**src/rtl/bp_io_lce_responder.sv**
```systemverilog
// I/O LCE responder: turns uncached LCE requests into I/O memory commands and
// turns I/O memory responses back into LCE commands. Each direction has a
// single-entry output buffer. A credit counter tracks outstanding I/O
// transactions so that responses nobody asked for can be dropped.

typedef enum int {
    e_bp_default_cfg    = 0,
    e_bp_wide_block_cfg = 1
} bp_params_e;

localparam int io_noc_max_credits_p = 16;

module bp_io_lce_responder
#(
    parameter bp_params_e bp_params_p = e_bp_default_cfg,
    parameter int els_p = io_noc_max_credits_p,
    localparam int cce_id_width_p = 6,
    localparam int lce_id_width_p = 6,
    localparam int paddr_width_p = 40,
    localparam int cce_block_width_p = (bp_params_p == e_bp_wide_block_cfg) ? 512 : 64,
    localparam int lce_req_header_width_lp = 4 + paddr_width_p + 3 + cce_id_width_p + lce_id_width_p,
    localparam int mem_header_width_lp = 4 + 4 + paddr_width_p + 3 + lce_id_width_p + 3 + 3,
    localparam int lce_cmd_header_width_lp = 4 + paddr_width_p + 3 + lce_id_width_p + cce_id_width_p + 3 + 3
)
(
    input  logic                               clk_i,
    input  logic                               reset_n_i,
    input  logic [cce_id_width_p-1:0]          cce_id_i,
    input  logic [lce_req_header_width_lp-1:0] lce_req_header_i,
    input  logic [cce_block_width_p-1:0]       lce_req_data_i,
    input  logic                               lce_req_v_i,
    output logic                               lce_req_yumi_o,
    output logic [mem_header_width_lp-1:0]     io_cmd_header_o,
    output logic [cce_block_width_p-1:0]       io_cmd_data_o,
    output logic                               io_cmd_v_o,
    output logic                               io_cmd_last_o,
    input  logic                               io_cmd_ready_and_i,
    input  logic [mem_header_width_lp-1:0]     io_resp_header_i,
    input  logic [cce_block_width_p-1:0]       io_resp_data_i,
    input  logic                               io_resp_v_i,
    input  logic                               io_resp_last_i,
    output logic                               io_resp_yumi_o,
    output logic [lce_cmd_header_width_lp-1:0] lce_cmd_header_o,
    output logic [cce_block_width_p-1:0]       lce_cmd_data_o,
    output logic                               lce_cmd_v_o,
    input  logic                               lce_cmd_ready_and_i,
    output logic                               error_o
);

    localparam logic [3:0] e_bedrock_req_uc_rd     = 4'd2;
    localparam logic [3:0] e_bedrock_req_uc_wr     = 4'd3;
    localparam logic [3:0] e_bedrock_mem_uc_rd     = 4'd2;
    localparam logic [3:0] e_bedrock_mem_uc_wr     = 4'd3;
    localparam logic [3:0] e_bedrock_cmd_uc_data   = 4'd7;
    localparam logic [3:0] e_bedrock_cmd_uc_st_done = 4'd8;

    localparam int creditWidthLp = $clog2(els_p + 1);
    localparam logic [creditWidthLp-1:0] maxCreditsLp = creditWidthLp'(els_p);
    localparam logic [creditWidthLp-1:0] oneCreditLp = creditWidthLp'(1);

    typedef struct packed {
        logic [cce_id_width_p-1:0] dst_id;
        logic [lce_id_width_p-1:0] src_id;
    } lceReqPayload_s;

    typedef struct packed {
        lceReqPayload_s            payload;
        logic [2:0]                size;
        logic [paddr_width_p-1:0]  addr;
        logic [3:0]                msg_type;
    } lceReqHeader_s;

    typedef struct packed {
        logic [lce_id_width_p-1:0] lce_id;
        logic [2:0]                way_id;
        logic [2:0]                state;
    } memPayload_s;

    typedef struct packed {
        memPayload_s               payload;
        logic [2:0]                size;
        logic [paddr_width_p-1:0]  addr;
        logic [3:0]                subop;
        logic [3:0]                msg_type;
    } memHeader_s;

    typedef struct packed {
        logic [lce_id_width_p-1:0] dst_id;
        logic [cce_id_width_p-1:0] src_id;
        logic [2:0]                way_id;
        logic [2:0]                state;
    } lceCmdPayload_s;

    typedef struct packed {
        lceCmdPayload_s            payload;
        logic [2:0]                size;
        logic [paddr_width_p-1:0]  addr;
        logic [3:0]                msg_type;
    } lceCmdHeader_s;

    typedef enum logic {eEmpty, eFull} slotState_e;

    slotState_e cmdState_q, cmdState_d;
    slotState_e respState_q, respState_d;

    lceReqHeader_s reqHeader;
    memHeader_s    respHeader;
    memHeader_s    cmdHeader_q, cmdHeader_d;
    lceCmdHeader_s lceCmdHeader_q, lceCmdHeader_d;
    logic [cce_block_width_p-1:0] cmdData_q, lceCmdData_q;
    logic [creditWidthLp-1:0] credit_q, credit_d;
    logic error_q;

    logic cmdDrain, respDrain, reqIsUc, reqAccept, cmdLoad;
    logic respAccept, respHasCredit, respLoad, errorEvent;
    logic unusedBits;

    assign reqHeader  = lce_req_header_i;
    assign respHeader = io_resp_header_i;

    // A slot can take a new entry when it is empty or hands its entry off this cycle.
    assign cmdDrain  = (cmdState_q == eFull) && io_cmd_ready_and_i;
    assign respDrain = (respState_q == eFull) && lce_cmd_ready_and_i;

    // A returning LCE command frees a credit, so a request waiting at the limit
    // may go in the same cycle.
    assign reqIsUc   = (reqHeader.msg_type == e_bedrock_req_uc_rd)
                    || (reqHeader.msg_type == e_bedrock_req_uc_wr);
    assign reqAccept = reset_n_i && lce_req_v_i
                    && ((cmdState_q == eEmpty) || cmdDrain)
                    && ((credit_q < maxCreditsLp) || respDrain);
    assign cmdLoad   = reqAccept && reqIsUc;

    // The credit being returned this cycle already belongs to the command leaving
    // the slot, so it cannot also cover a newly arriving response.
    assign respAccept    = reset_n_i && io_resp_v_i && ((respState_q == eEmpty) || respDrain);
    assign respHasCredit = respDrain ? (credit_q > oneCreditLp) : (credit_q != '0);
    assign respLoad      = respAccept && respHasCredit;

    assign errorEvent = (reqAccept && !reqIsUc) || (respAccept && !respLoad);

    assign lce_req_yumi_o   = reqAccept;
    assign io_resp_yumi_o   = respAccept;
    assign io_cmd_header_o  = cmdHeader_q;
    assign io_cmd_data_o    = cmdData_q;
    assign lce_cmd_header_o = lceCmdHeader_q;
    assign lce_cmd_data_o   = lceCmdData_q;
    assign error_o          = error_q;

    assign unusedBits = ^{reqHeader.payload.dst_id, respHeader.subop,
                          respHeader.payload.way_id, respHeader.payload.state, io_resp_last_i};

    // Occupancy state of both single-entry slots.
    always_ff @(posedge clk_i or negedge reset_n_i) begin
        if (!reset_n_i) begin
            cmdState_q  <= eEmpty;
            respState_q <= eEmpty;
        end else begin
            cmdState_q  <= cmdState_d;
            respState_q <= respState_d;
        end
    end

    // Fill wins over drain so a slot can turn over every cycle.
    always_comb begin
        cmdState_d  = cmdState_q;
        respState_d = respState_q;
        if (cmdLoad) begin
            cmdState_d = eFull;
        end else if (cmdDrain) begin
            cmdState_d = eEmpty;
        end
        if (respLoad) begin
            respState_d = eFull;
        end else if (respDrain) begin
            respState_d = eEmpty;
        end
    end

    // Valids come straight from slot occupancy; every transfer is a single beat.
    always_comb begin
        io_cmd_v_o    = (cmdState_q == eFull);
        io_cmd_last_o = (cmdState_q == eFull);
        lce_cmd_v_o   = (respState_q == eFull);
    end

    // Translate an uncached LCE request and an I/O response into their outgoing headers.
    always_comb begin
        cmdHeader_d = '0;
        cmdHeader_d.msg_type = (reqHeader.msg_type == e_bedrock_req_uc_wr)
                             ? e_bedrock_mem_uc_wr : e_bedrock_mem_uc_rd;
        cmdHeader_d.addr = reqHeader.addr;
        cmdHeader_d.size = reqHeader.size;
        cmdHeader_d.payload.lce_id = reqHeader.payload.src_id;

        lceCmdHeader_d = '0;
        lceCmdHeader_d.msg_type = (respHeader.msg_type == e_bedrock_mem_uc_wr)
                                ? e_bedrock_cmd_uc_st_done : e_bedrock_cmd_uc_data;
        lceCmdHeader_d.addr = respHeader.addr;
        lceCmdHeader_d.size = respHeader.size;
        lceCmdHeader_d.payload.dst_id = respHeader.payload.lce_id;
        lceCmdHeader_d.payload.src_id = cce_id_i;
    end

    // Slot contents are captured only when the slot is loaded.
    always_ff @(posedge clk_i or negedge reset_n_i) begin
        if (!reset_n_i) begin
            cmdHeader_q    <= '0;
            cmdData_q      <= '0;
            lceCmdHeader_q <= '0;
            lceCmdData_q   <= '0;
        end else begin
            if (cmdLoad) begin
                cmdHeader_q <= cmdHeader_d;
                cmdData_q   <= lce_req_data_i;
            end
            if (respLoad) begin
                lceCmdHeader_q <= lceCmdHeader_d;
                lceCmdData_q   <= io_resp_data_i;
            end
        end
    end

    // Credits rise with each I/O command issued and fall with each LCE command delivered.
    always_comb begin
        credit_d = credit_q;
        if (cmdLoad && !respDrain) begin
            credit_d = credit_q + oneCreditLp;
        end else if (!cmdLoad && respDrain) begin
            credit_d = credit_q - oneCreditLp;
        end
    end

    // Credit counter and the registered drop indication.
    always_ff @(posedge clk_i or negedge reset_n_i) begin
        if (!reset_n_i) begin
            credit_q <= '0;
            error_q  <= 1'b0;
        end else begin
            credit_q <= credit_d;
            error_q  <= errorEvent;
        end
    end

endmodule

```
**config.mk**
```make
export PLATFORM = sky130hd
export DESIGN_NAME = bp_io_lce_responder
export DESIGN_NICKNAME = d
export VERILOG_FILES = /design/src/rtl/bp_io_lce_responder.sv
export SDC_FILE = /design/constraint.sdc
export NUM_CORES = 1
export LEC_CHECK = 0
export ABC_AREA = 1
export CAP_MARGIN = 20
export CORE_AREA = 2 2 202 204
export DETAILED_ROUTE_END_ITERATION = 10
export DIE_AREA = 0 0 204 206
export PLACE_DENSITY = 0.67
export SLEW_MARGIN = 30
export SYNTH_ARGS = -nofsm -noshare
export SYNTH_HDL_FRONTEND = slang
export SYNTH_SLANG_ARGS = --single-unit
```
**constraint.sdc**
```tcl
create_clock -name clk_i -period 3.2 [get_ports clk_i]
set_clock_uncertainty 0.15 [all_clocks]
set_input_delay 0.8 -clock clk_i [delete_from_list [all_inputs] [get_ports clk_i]]
set_output_delay 0.8 -clock clk_i [all_outputs]
set_load 0.1 [all_outputs]
```
==> results.txt <==
* Outcome: finished clean
- Class of the tightest hold or removal check: reg2reg
- Aggregate global-route resource usage: 0.142
* Pin count of the biggest net entering global routing: 134
- The first global-routing pass estimated 47.9 mm of wire.
- After synthesis the cells add up to 9730 µm².
* CP required: 2250 ps
- Core Region: 40200 µm²
* Insertion delay to the later sink of the worst-skew pair: 570 ps
- Number of nets in the layout: 1836
* Count of state elements after synthesis: 244
* Cell count after synthesis: 1096
- Largest delay contributor family on the critical path: buffers and inverters
* Via count: 8863
- The critical path goes through dlygate4sd3_1 -> buf_8 -> nand2_1 -> nor2_1 -> nand2_1 -> inv_2 -> buf_12.
- CTS built an H-tree with a depth of 1.
- Once detail routing completed, the nets flagged for antenna violations numbered 0.
- Critical path fanouts, max: 12
- Most common cell after layout, fill and taps aside: sky130_fd_sc_hd__nand2_1
* Worst path most repeated cell: sky130_fd_sc_hd__nand2_1
- Input and output buffers added on the ports amount to 489.
- The post-synthesis compound-gate area fraction was 0.00424.
- The HPWL after detailed placement is 22.5 mm.
* Via count of the first global-routing pass: 8570
- Subtracting the final worst setup slack from the clock period gives 3060 ps.
- At the pin with the least slew margin, the transition time is 813 ps.
- Across the run, the number of max-cap violations was 0.
- Final hold vios: 0
- Of the available clock period, the critical path in the final layout requires 0.957.
* Proportion of synthesized area in mux cells: 0
* Crit-path slowest cell: sky130_fd_sc_hd__dlygate4sd3_1
- CTS clock-pin slew for the worst setup and hold paths: 50 ps
- Number of pins exceeding their max-slew limit in the final report: 0
- Xor and xnor fraction of the mapped netlist area: 0.00450
- The longest clock path from root to sink contains 3 buffers.
- TritonCTS clock tree: built
* Routed wire length: 31.6 mm
- Fmax: 326 MHz
- Remaining Overflow, GRT: 0
- The initialized floorplan defines 74 standard-cell rows.
- The worst pin sits at a relative slew slack of 0.458.
* Total number of yosys warnings: 0
- Of the total synthesized cell area, the portion taken by AND, OR, NAND and NOR gates is 0.303.
- CTS placed an instance of sky130_fd_sc_hd__clkbuf_16 at the clock tree root.
- Number of distinct library cells after synthesis: 24
- For the final routed database, the setup TNS stands at 0 ps.
- STA classifies the critical path endpoint as an output pin.
- The number of buffers and inverters on the critical path is 4.
- Data arrival time at the worst-slack endpoint: 2110 ps
- Die area: 42000 µm²
- Die extent in x: 204 µm
- Setup-failing EPs final: 0
- The first routing iteration left 593 violations.
- Relative to the synthesized area, the layout overhead comes to 59.6%.
* Antenna violations before repair: 1
* Number of buffers created by CTS: 29
- In the layout the commonest cells are sky130_fd_sc_hd__nand2_1 (599), sky130_fd_sc_hd__buf_4 (252), sky130_fd_sc_hd__dfrtp_1 (244), sky130_fd_sc_hd__clkdlybuf4s50_1 (244), sky130_fd_sc_hd__nand3_1 (126).
- The first detailed-routing pass took 5 iterations.
* Die span in y: 206 µm
- Clk sink count: 244
- Dominant combinational cell family by area after synthesis: simple AND/OR/NAND/NOR gates
- Placer's final routability congestion estimate: 0.839
- The initial utilization of the core area, before any placement, comes to 0.242.
- Dividing the detail-routed wire length by the instance count gives 14.9 µm.
- Setup repair after global routing left no endpoint under its margin.
- Average size of a mapped cell: 8.88 µm²
* Synth Area in Adders: 0.00514
- Routed via count divided by cell count: 4.17
* Delay of the slowest cell on the worst path: 590 ps
- Startpoint kind of the worst setup timing path: input pin
- The critical path is of the in2out type.
- For this run, the register share of the synthesized area comes to 0.627.
- In the routed design, unresolved DRC markers number 0.
* Number of ports placed on the die boundary: 525
- Layout cells sized above 1: 0.202
-- layer usage --
layer	global-route usage	part of all wire	vias up
li1	-	-	4313
met1	0.180	0.41	4204
met2	0.240	0.50	296
met3	0.0317	0.070	50
met4	0.0505	0.026	0
met5	0	0	-
-- synth_stat cells --
library cell	number	area, µm²
sky130_fd_sc_hd__nand2_1	600	2250
sky130_fd_sc_hd__dfrtp_1	244	6110
sky130_fd_sc_hd__nand3_1	126	631
sky130_fd_sc_hd__buf_4	33	248
sky130_fd_sc_hd__buf_2	28	140
sky130_fd_sc_hd__clkbuf_1	13	48.8
sky130_fd_sc_hd__inv_1	11	41.3
sky130_fd_sc_hd__buf_1	8	30.0
sky130_fd_sc_hd__nor2_1	6	22.5
sky130_fd_sc_hd__ha_1	4	50.1
sky130_fd_sc_hd__o21ai_0	4	20.0
sky130_fd_sc_hd__xor2_1	3	26.3
sky130_fd_sc_hd__buf_6	2	22.5
sky130_fd_sc_hd__inv_2	2	7.51
sky130_fd_sc_hd__nand2_2	2	12.5
sky130_fd_sc_hd__xnor2_1	2	17.5
sky130_fd_sc_hd__a21oi_1	1	5.00
sky130_fd_sc_hd__a21oi_2	1	8.76
sky130_fd_sc_hd__conb_1	1	3.75
sky130_fd_sc_hd__nand4_1	1	6.26
sky130_fd_sc_hd__nor2_4	1	11.3
sky130_fd_sc_hd__nor3b_1	1	7.51
sky130_fd_sc_hd__o21bai_1	1	7.51
sky130_fd_sc_hd__or2_2	1	6.26
-- layout make-up --
class                      instances  area, µm²
antenna                            1       2.50
clock buffer                      40        847
clock inverter                    13        106
fill                            4080      24600
inverter                          13       50.0
multi-input combinational        772       3170
sequential                       244       6110
tap                              532        666
timing repair buffer             509       4590
-- registers in the layout (all words and copies together) (netlist names) --
register / count
credit_q: 5
error_o: 1
io_cmd_data_o: 64
io_cmd_header_o: 51
io_cmd_last_o: 1
lce_cmd_data_o: 64
lce_cmd_header_o: 57
lce_cmd_v_o: 1
-- cell families after synthesis --
family / Yosys count
AO/OA/AOI/OAI: 7
XOR/XNOR: 5
adder cells (fa/ha/maj): 4
buffers and inverters: 97
flip-flops: 244
other: 1
AND/OR/NAND/NOR: 738
-- per-stage QoR --
stage / setup WS [ps] / cell area [µm²] / utilization / std cells / hold WS, ps
floorplan: 92.4 / 9800 / - / 1113 / 336
global placement: 182 / 14500 / 0.362 / 2068 / 306
detailed placement: 194 / 14500 / 0.362 / 2068 / 310
CTS: 101 / 15500 / 0.386 / 2122 / 324
global route: 20.4 / 15500 / 0.387 / 2124 / 329
finish: 137 / 15500 / 0.387 / 2124 / 318
-- worst paths after layout --
path / start / end / slack [ps] / depth (start not counted)
setup / recovery: reset_n_i / lce_req_yumi_o / 140 / 7
hold / removal: io_cmd_header_o[1] / io_cmd_header_o[1] / 320 / 1
setup reg to reg: credit_q[1] / lce_cmd_header_o[27] / 1140 / 10
hold reg to reg: io_cmd_header_o[1] / io_cmd_header_o[1] / 320 / 1
max in group asynchronous: reset_n_i / io_cmd_data_o[34] / 1370 / 3
min in group asynchronous: reset_n_i / lce_cmd_data_o[2] / 510 / 2
-- repair_timing --
item / CTS / global route
endpoints found under the hold margin: 7 / 0
hold buffers: 1 / 0
setup buffers: 0 / 0
gates resized for setup: 0 / 0
setup endpoints to repair: 0 / 0
Power is left out: the tool's default activity adds up to more than one toggle a clock period on the data nets, which glitch-free logic cannot reach.
